### src/rtl/sub64_seq_pkg.sv
// Shared definitions for the sequential chunked subtractor (sub64_seq).
//   - FSM state encoding (idle / run / done)
//   - default operand width and chunk size
//   - helper that sizes the chunk index counter
// No ports; imported by sub64_seq and sub64_seq_sub_chunk.
package sub64_seq_pkg;

    localparam int unsigned WIDTH_DEF  = 64;
    localparam int unsigned CHUNK_DEF  = 16;
    localparam int unsigned NCHUNK_DEF = WIDTH_DEF / CHUNK_DEF;

    typedef enum logic [1:0] {
        StIdle = 2'd0,
        StRun  = 2'd1,
        StDone = 2'd2
    } state_e;

    // Index width is $clog2(nchunk), kept at least one bit so a single-chunk
    // build still has a legal counter.
    function automatic int unsigned idx_width(input int unsigned nchunk);
        return (nchunk > 1) ? $clog2(nchunk) : 1;
    endfunction

endpackage

### src/rtl/sub64_seq_sub_chunk.sv
// Combinational CHUNK-bit subtract slice for sub64_seq.
// Computes {carry, d} = a + ~b + ~borrow_in, i.e. a - b - borrow_in in two's
// complement form; borrow out of the slice is ~carry.
// Ports:
//   a          in   CHUNK  minuend slice
//   b          in   CHUNK  subtrahend slice
//   borrow_in  in   1      borrow from the previous (lower) slice
//   d          out  CHUNK  difference slice
//   carry      out  1      carry out of a + ~b + ~borrow_in (borrow = ~carry)
module sub64_seq_sub_chunk
    import sub64_seq_pkg::*;
#(
    parameter int unsigned CHUNK = CHUNK_DEF
) (
    input  logic [CHUNK-1:0] a,
    input  logic [CHUNK-1:0] b,
    input  logic             borrow_in,
    output logic [CHUNK-1:0] d,
    output logic             carry
);

    logic [CHUNK:0] sum;

    always_comb begin
        sum   = {1'b0, a} + {1'b0, ~b} + {{CHUNK{1'b0}}, ~borrow_in};
        d     = sum[CHUNK-1:0];
        carry = sum[CHUNK];
    end

endmodule

### src/rtl/sub64_seq.sv
// Multi-cycle unsigned subtractor: diff = a - b - bin (mod 2^WIDTH), resolving
// one CHUNK-bit slice per clock through a single shared sub-chunk slice.
// One operation in flight; valid/ready handshake on input and output.
// Optional feature macro: SUB64_SIGNED_OVF_EN adds the ovf output (signed
// overflow of the subtraction, registered alongside borrow_out).
// Ports:
//   clk         in   1      clock, rising edge
//   rst_n       in   1      asynchronous active-low reset
//   in_valid    in   1      operands a, b, bin valid
//   in_ready    out  1      block can accept operands (idle)
//   a           in   WIDTH  minuend
//   b           in   WIDTH  subtrahend
//   bin         in   1      borrow in
//   out_valid   out  1      diff / borrow_out valid
//   out_ready   in   1      consumer takes result
//   diff        out  WIDTH  a - b - bin modulo 2^WIDTH
//   borrow_out  out  1      1 iff a < b + bin (unsigned)
//   ovf         out  1      signed overflow (only with SUB64_SIGNED_OVF_EN)
module sub64_seq
    import sub64_seq_pkg::*;
#(
    parameter int unsigned WIDTH = WIDTH_DEF,
    parameter int unsigned CHUNK = CHUNK_DEF
) (
    input  logic             clk,
    input  logic             rst_n,
    input  logic             in_valid,
    output logic             in_ready,
    input  logic [WIDTH-1:0] a,
    input  logic [WIDTH-1:0] b,
    input  logic             bin,
    output logic             out_valid,
    input  logic             out_ready,
    output logic [WIDTH-1:0] diff,
    output logic             borrow_out
`ifdef SUB64_SIGNED_OVF_EN
    ,
    output logic             ovf
`endif
);

    localparam int unsigned NCHUNK = WIDTH / CHUNK;
    localparam int unsigned IDXW   = idx_width(NCHUNK);
    localparam logic [IDXW-1:0] LAST_IDX = IDXW'(NCHUNK - 1);

    if ((WIDTH % CHUNK) != 0 || NCHUNK == 0) begin : g_bad_cfg
        $error("sub64_seq: WIDTH must be a non-zero multiple of CHUNK");
    end

    state_e            state_q, state_d;
    logic [WIDTH-1:0]  a_q, b_q;
    logic [WIDTH-1:0]  diff_q, diff_d;
    logic              borrow_q, borrow_d;
    logic              bout_q, bout_d;
    logic [IDXW-1:0]   idx_q, idx_d;
    logic              load;
`ifdef SUB64_SIGNED_OVF_EN
    logic              ovf_q, ovf_d;
`endif

    logic [CHUNK-1:0]  a_sl, b_sl, d_sl;
    logic              c_sl;

    // Operand slice select for the current chunk index.
    always_comb begin
        a_sl = '0;
        b_sl = '0;
        for (int unsigned i = 0; i < NCHUNK; i++) begin
            if (idx_q == IDXW'(i)) begin
                a_sl = a_q[i*CHUNK +: CHUNK];
                b_sl = b_q[i*CHUNK +: CHUNK];
            end
        end
    end

    sub64_seq_sub_chunk #(
        .CHUNK(CHUNK)
    ) u_sub_chunk (
        .a         (a_sl),
        .b         (b_sl),
        .borrow_in (borrow_q),
        .d         (d_sl),
        .carry     (c_sl)
    );

    // Next-state and handshake outputs.
    always_comb begin
        state_d   = state_q;
        idx_d     = idx_q;
        borrow_d  = borrow_q;
        diff_d    = diff_q;
        bout_d    = bout_q;
        load      = 1'b0;
        in_ready  = 1'b0;
        out_valid = 1'b0;
`ifdef SUB64_SIGNED_OVF_EN
        ovf_d     = ovf_q;
`endif
        unique case (state_q)
            StIdle: begin
                in_ready = 1'b1;
                if (in_valid) begin
                    load     = 1'b1;
                    borrow_d = bin;
                    idx_d    = '0;
                    state_d  = StRun;
                end
            end
            StRun: begin
                for (int unsigned i = 0; i < NCHUNK; i++) begin
                    if (idx_q == IDXW'(i)) begin
                        diff_d[i*CHUNK +: CHUNK] = d_sl;
                    end
                end
                borrow_d = ~c_sl;
                idx_d    = idx_q + IDXW'(1);
                if (idx_q == LAST_IDX) begin
                    state_d = StDone;
                    idx_d   = '0;
                    bout_d  = ~c_sl;
`ifdef SUB64_SIGNED_OVF_EN
                    // diff_d already carries the top slice written this cycle.
                    ovf_d   = (a_q[WIDTH-1] != b_q[WIDTH-1]) &&
                              (diff_d[WIDTH-1] != a_q[WIDTH-1]);
`endif
                end
            end
            StDone: begin
                out_valid = 1'b1;
                if (out_ready) begin
                    state_d = StIdle;
                end
            end
            default: begin
                state_d = StIdle;
            end
        endcase
    end

    always_ff @(posedge clk or negedge rst_n) begin
        if (!rst_n) begin
            state_q  <= StIdle;
            a_q      <= '0;
            b_q      <= '0;
            diff_q   <= '0;
            borrow_q <= 1'b0;
            bout_q   <= 1'b0;
            idx_q    <= '0;
`ifdef SUB64_SIGNED_OVF_EN
            ovf_q    <= 1'b0;
`endif
        end else begin
            state_q  <= state_d;
            diff_q   <= diff_d;
            borrow_q <= borrow_d;
            bout_q   <= bout_d;
            idx_q    <= idx_d;
`ifdef SUB64_SIGNED_OVF_EN
            ovf_q    <= ovf_d;
`endif
            if (load) begin
                a_q <= a;
                b_q <= b;
            end
        end
    end

    assign diff       = diff_q;
    assign borrow_out = bout_q;
`ifdef SUB64_SIGNED_OVF_EN
    assign ovf        = ovf_q;
`endif

endmodule

### config.mk
export PLATFORM = sky130hd
export DESIGN_NAME = sub64_seq
export DESIGN_NICKNAME = d
export VERILOG_FILES = /design/src/rtl/sub64_seq_pkg.sv /design/src/rtl/sub64_seq_sub_chunk.sv /design/src/rtl/sub64_seq.sv
export SDC_FILE = /design/constraint.sdc
export NUM_CORES = 1
export LEC_CHECK = 0
export BUFFER_PORTS_ARGS = -buffer_cell sky130_fd_sc_hd__buf_4
export CORE_ASPECT_RATIO = 0.5
export CORE_MARGIN = 2
export CORE_UTILIZATION = 55
export DETAILED_ROUTE_END_ITERATION = 6
export GPL_ROUTABILITY_DRIVEN = 0
export HOLD_SLACK_MARGIN = 0.1
export PLACE_DENSITY_LB_ADDON = 0.12
export SYNTH_ARGS = -nofsm -noshare
export SYNTH_HDL_FRONTEND = slang
export SYNTH_SLANG_ARGS = --single-unit
### constraint.sdc
create_clock -name clk -period 4.2 [get_ports clk]
set_input_delay 0 -clock clk [delete_from_list [all_inputs] [get_ports clk]]
set_output_delay 0 -clock clk [all_outputs]
set_load 0.03 [all_outputs]
After elaboration in Yosys (flattened, before gate mapping)
Index checks and enable logic that the tools add are counted.
{"block": "word_totals", "regBits": 198, "input_bits": 133, "output_inout_bits": 67, "elab_cells": 54}
{"block": "classes", "add_sub_neg": 3, "n_eq_ne": 8, "n_mux": 21, "bitwise": 3, "n_reduce_logical": 9}
{"op": "$mux W16", "n": 8}
{"op": "$add A16 B16 Y17", "n": 1}
{"op": "$add A17 B1 Y17", "n": 1}
{"op": "$not A16 Y16", "n": 1}
{"op": "$mux W2", "n": 5}
{"op": "$reduce_and A2 Y1", "n": 5}
{"op": "$eq A2 B2 Y1 const B", "n": 3}
{"op": "$ne A2 B2 Y1 const B", "n": 3}
{"op": "$pmux W2 S3", "n": 1}
{"op": "$mux W1", "n": 5}
{"op": "$eq A2 B1 Y1 const B", "n": 2}
{"op": "$logic_not A2 Y1", "n": 2}
{"op": "$pmux W2 S2", "n": 1}
{"op": "$reduce_and A3 Y1", "n": 1}
{"op": "$add A2 B1 Y2 const B", "n": 1}
{"op": "$not A1 Y1", "n": 2}
{"op": "$pmux W1 S2", "n": 1}
{"op": "$reduce_bool A2 Y1", "n": 1}

Logic depth before layout (Yosys ltp)
{"block": "logic_depth", "depth_word": 10, "ltp_mapped": 17}

Modules after synthesis
From an unflattened synthesis, not the netlist that was laid out.
{"block": "hier_totals", "cells_unflattened": 668, "hier_area_um2": 9536.6}
{"mod": "sub64_seq", "instances": 1, "cells_each": 556, "area_each_um2": 8749.6}
{"mod": "sub64_seq_sub_chunk", "instances": 1, "cells_each": 112, "area_each_um2": 787.0}

Worst setup path after synthesis
No wires, ideal clock.
{"block": "synth_path", "path_kind": "register to register", "start": "register idx_q[1]", "end": "register diff_q[24], in the netlist diff[24]", "setup_time_ns": 0.069, "arrival_ns": 3.297, "t_required_ns": 4.131, "slack_ns": 0.834, "stages_incl_launch_ff": 17, "synth_period_minus_slack_ns": 3.366, "path_cell_list": "dfrtp_1 -> inv_1 -> ha_1 -> clkbuf_1 -> clkbuf_1 -> nand2_1 -> a21oi_1 -> a21oi_1 -> o21ai_0 -> fa_1 -> inv_1 -> fa_1 -> nand2b_1 -> a21oi_2 -> o211ai_1 -> a211o_1 -> nand3_1"}
{"block": "synth_between", "elab_chain_len": 8, "elab_cells_between_ends": 16, "classes_between": "2 x add/sub; 3 x eq/ne; 8 x mux; 1 x bitwise; 2 x reduce/logical"}
{"item": "start: declaration", "line_no": "sub64_seq.sv:55", "rtl": "logic [IDXW-1:0] idx_q, idx_d;"}
{"item": "start signal: assignment", "line_no": "sub64_seq.sv:157", "rtl": "idx_q <= idx_d;"}
{"item": "$logic_not A2 Y1", "line_no": "sub64_seq.sv:69", "rtl": "if (idx_q == IDXW'(i)) begin"}
{"item": "$mux W16 (4 in series)", "line_no": "sub64_seq.sv:69"}
{"item": "$not A16 Y16", "line_no": "sub64_seq_sub_chunk.sv:25", "rtl": "sum = {1'b0, a} + {1'b0, ~b} + {{CHUNK{1'b0}}, ~borrow_in};"}
{"item": "$add A16 B16 Y17", "line_no": "sub64_seq_sub_chunk.sv:25"}
{"item": "$add A17 B1 Y17", "line_no": "sub64_seq_sub_chunk.sv:25"}
{"item": "end signal: assignment", "line_no": "sub64_seq.sv:154", "rtl": "diff_q <= diff_d;"}
{"item": "end: declaration", "line_no": "sub64_seq.sv:52", "rtl": "logic [WIDTH-1:0] diff_q, diff_d;"}
Parallel ways exist; a longest one is shown, timed or not.
A chain may end at the register's enable or synchronous reset.

Worst setup path after layout
{"block": "layout_path", "start": "register idx_q[1]", "end": "register borrow_q"}
{"block": "layout_between", "elab_chain_len": 10, "elab_cells_between_ends": 17, "classes_between": "2 x add/sub; 3 x eq/ne; 9 x mux; 2 x bitwise; 1 x reduce/logical"}
{"item": "$logic_not A2 Y1", "line_no": "sub64_seq.sv:69"}
{"item": "$mux W16 (4 in series)", "line_no": "sub64_seq.sv:69"}
{"item": "$not A16 Y16", "line_no": "sub64_seq_sub_chunk.sv:25"}
{"item": "$add A16 B16 Y17 *", "line_no": "sub64_seq_sub_chunk.sv:25"}
{"item": "$add A17 B1 Y17 *", "line_no": "sub64_seq_sub_chunk.sv:25"}
{"item": "$not A1 Y1 *", "line_no": "sub64_seq.sv:115", "rtl": "borrow_d = ~c_sl;"}
{"item": "$pmux W1 S2 *", "line_no": "sub64_seq.sv:99", "rtl": "unique case (state_q)"}
{"item": "end signal: assignment", "line_no": "sub64_seq.sv:155", "rtl": "borrow_q <= borrow_d;"}
{"item": "end: declaration", "line_no": "sub64_seq.sv:53", "rtl": "logic borrow_q, borrow_d;"}
Mark *: on every way between the ends. The rest lies on a longest branch, timed or not.

==> impl_metrics.toml <==
[routing]
drc = 0
drt_pass1_iterations = 6
routed_wl_microns = 31040
routedWlPerCell_microns = 18.02
viasPerCell = 5.675
ant_nets = 0
vias = 9773
initialDrtViolationCount = 929

[logic_synthesis]
synth-edff-count = 0
yosys_most_used_dff = "sky130_fd_sc_hd__dfrtp_1"
synth_seq_area_share = 0.5035
synthesis.instances = 1193
synthesis.area_per_instance_sq_um = 8.249
synth_area_sq_um = 9841
largest_family_of_logic_cells_by_synthesized_area = "simple AND/OR/NAND/NOR gates"
yosys.cell_types.count = 53
xor_xnor_portion_of_the_synthesized_cell_area = 0.004450
syn-num-nets = 1347
synthMuxAreaShare = 0
synth_fa_ha_area_frac = 0.02823
synth-async-reset-ratio = 1.000
postSynthRegisterBits = 198
synth_simple_gate_area_share = 0.2915
synthesis.yosys.warnings = 0
synth_compound_area_frac = 0.1343

[job]
cap_viol_max_count = 0

[critical_path]
start_kind = "flip-flop"
critical_path.max_fanout = 29
worstSetupPathType = "reg -> reg"
critical_path.endpoint_type = "flip-flop"
timing.reg2reg.worst_path_depth = 14
critPathArrivalTime_ns = 4.23
timing.critical_path.required_ns = 4.51

[floorplanning]
floorplan.initialDensity = 0.5642
die_w_microns = 193.2
std_cell_rows = 34
die-area_sq_um = 19040
die_height_microns = 98.59
num_io_pins = 200
core_sq_um = 17440

[clock_tree]
postCtsSetupBuffers = 0
htree_num_levels = 4
cts-buffers-inserted = 17
path_clk_slew_ns = 0.07
cts_sinks = 198
cts-root-to-sink-buffers = 2
clock_root_buffer_master = "sky130_fd_sc_hd__clkbuf_16"
tritoncts_clock_tree = "done"
clock_insertion_delay_worst_skew_ns = 0.44

[cells_and_area]
n_fill_cell = 1213
final_nets = 1629
area.growth.synth_to_final_pct = 35.99
antenna_cells_inserted = 0
final_layout_size_suffix_gt1_frac = 0.1841

[hold_path]
worst_min_path_class = "in -> async"

[sta]
worst_slew_pin_slew_ns = 1.117
finalSetupViolations = 0
final_report_max_slew_violation_count = 0
fmaxAchievable_mhz = 255.2
finalCritPeriodShare = 0.9332
finalCriticalPeriod_ns = 3.919
layout_skew_ns = 0.01327
hold_viol = 0
timing.max_slew.rel_slack = 0.2533
setup_total_negative_slack_ns = 0
rsz0062_at_grt = "false"

[grt]
pin_count_of_the_biggest_net_entering_global_routing = 120
via_count_of_the_first_global_routing_pass = 9133
first_pass_grt_wire_length_microns = 48430
grt_usage = 0.3308
globalRouteOverflowTotal = 0
grt_antenna_before_repair = 0

[placement]
port-buffer-count = 199
detail_placement_hpwl_microns = 19890

[status]
result_of_the_run = "finished, final reports clean"
[synthesized netlist by cell type, types with 4 or more instances]
cell type | n | share of area
sky130_fd_sc_hd__nand2b_1 | 4 | 0.0025
sky130_fd_sc_hd__ha_1 | 19 | 0.024
sky130_fd_sc_hd__a21o_1 | 9 | 0.0069
sky130_fd_sc_hd__a21oi_1 | 97 | 0.049
sky130_fd_sc_hd__o31a_1 | 9 | 0.0080
sky130_fd_sc_hd__buf_1 | 5 | 0.0019
sky130_fd_sc_hd__nor2_1 | 23 | 0.0088
sky130_fd_sc_hd__nand4_1 | 28 | 0.018
sky130_fd_sc_hd__and2_1 | 5 | 0.0032
sky130_fd_sc_hd__dfrtp_1 | 198 | 0.50
sky130_fd_sc_hd__o21ai_0 | 44 | 0.022
sky130_fd_sc_hd__o31ai_1 | 14 | 0.011
sky130_fd_sc_hd__xor2_1 | 4 | 0.0036
sky130_fd_sc_hd__clkbuf_1 | 57 | 0.022
sky130_fd_sc_hd__a211o_1 | 12 | 0.011
sky130_fd_sc_hd__nor3_1 | 6 | 0.0031
sky130_fd_sc_hd__inv_1 | 7 | 0.0027
sky130_fd_sc_hd__nand2_1 | 521 | 0.20
sky130_fd_sc_hd__buf_2 | 19 | 0.0097
sky130_fd_sc_hd__or3_1 | 12 | 0.0076
sky130_fd_sc_hd__nand3_1 | 28 | 0.014
sky130_fd_sc_hd__nand3b_1 | 32 | 0.024
[cells in the final DEF (no fill, tap or decap), drive strengths merged, types with 4 or more instances in the layout]
cell,synthesis,final
nor3,6,6
ha,19,19
a21o,9,9
xor2,4,4
inv,7,8
nor2,24,24
o211ai,5,5
clkbuf,58,22
bufinv,0,4
nand4,28,28
a211o,12,12
dfrtp,198,198
nand2,521,521
o31ai,15,15
and3,4,4
nand3,29,29
clkinv,0,5
o31a,9,9
nand2b,4,4
dlygate4sd3,0,131
o21ai,46,46
or3,12,12
and2,6,6
a21oi,99,99
nand3b,32,32
buf,26,215
[cells by family (layout without fill, tap and decap cells)]
kind of cell | after synthesis | in the layout
and+or+nand+nor | 671 | 671
AOI/OAI and AO/OA | 207 | 207
DFF | 198 | 198
buffers and inverters | 91 | 386
adders and majority gates | 21 | 21
xor gates and xnor gates | 5 | 5
[cell type report]
type / instances / area (sq um) / area share
clock buffer: 21 / 450.4 / 0.03366
clock inverter: 11 / 172.7 / 0.01290
inverter: 7 / 26.28 / 0.001963
multi-input combinational: 904 / 4547 / 0.3398
sequential: 198 / 4955 / 0.3702
tap: 234 / 292.8 / 0.02188
timing repair buffer: 347 / 2939 / 0.2196
[what timing repair did]
item,4_1_cts,5_1_grt
resized for setup,0,4
setup endpoints to repair,0,14
hold buffers,131,0
endpoints found under the hold margin,247,0
[flip-flops by register name (all words and copies together) (netlist names)]
| register | flops |
|---|---|
| borrow_out | 1 |
| a_q | 64 |
| borrow_q | 1 |
| state_q | 2 |
| b_q | 64 |
| idx_q | 2 |
| diff | 64 |
[metal layers]
metal | vias to the layer above | wire (microns) | global-route usage
met2 | 490 | 13940 | 0.4948
met4 | 0 | 499 | 0.07809
met1 | 4711 | 14200 | 0.4973
met5 | - | 0 | 0
met3 | 50 | 2397 | 0.06695
li1 | 4522 | - | -
[worst max-delay path, cell delays in order, from the launching register on]
cell and delay, ns:
sky130_fd_sc_hd__dfrtp_1 0.42, sky130_fd_sc_hd__inv_1 0.13, sky130_fd_sc_hd__ha_2 0.48, sky130_fd_sc_hd__nand2_1 0.10
sky130_fd_sc_hd__a21oi_1 0.25, sky130_fd_sc_hd__a21oi_1 0.11, sky130_fd_sc_hd__o21ai_0 0.29, sky130_fd_sc_hd__fa_1 0.24
sky130_fd_sc_hd__inv_1 0.05, sky130_fd_sc_hd__fa_1 0.39, sky130_fd_sc_hd__nand2b_1 0.20, sky130_fd_sc_hd__a21oi_2 0.40
sky130_fd_sc_hd__o211ai_2 0.28, sky130_fd_sc_hd__a21oi_1 0.31, sky130_fd_sc_hd__o21ai_0 0.13
[per-stage QoR]
stage	setup WS [ns]	instance area [sq um]	utilization	std cells	hold WS (ns)
finish	0.2808	13380	0.7673	1722	0.2305
global route	0.04815	13380	0.7673	1722	0.2936
CTS	0.2279	13370	0.7663	1722	0.2858
detailed placement	0.2948	11430	0.6554	1559	0.1931
global placement	0.3637	11430	0.6554	1559	0.1903
floorplan	0.8335	9841	-	1193	-0.2956
[path summary, 6_finish.rpt]
kind	start	to	slack, ns
min in group clk	a[11]	a_q[11]$_DFFE_PN0P_	0.29
worst max register to register	idx_q[1]$_DFFE_PN0P_	borrow_q$_DFFE_PN0P_	0.28
worst min-delay path	rst_n	a_q[16]$_DFFE_PN0P_	0.23
worst max-delay path	idx_q[1]$_DFFE_PN0P_	borrow_q$_DFFE_PN0P_	0.28
worst min register to register	a_q[30]$_DFFE_PN0P_	a_q[30]$_DFFE_PN0P_	0.48
max in group asynchronous	rst_n	diff[54]$_DFFE_PN0P_	2.77
Power is left out: the tool's default activity adds up to more than one toggle a clock period on the data nets, which glitch-free logic cannot reach.
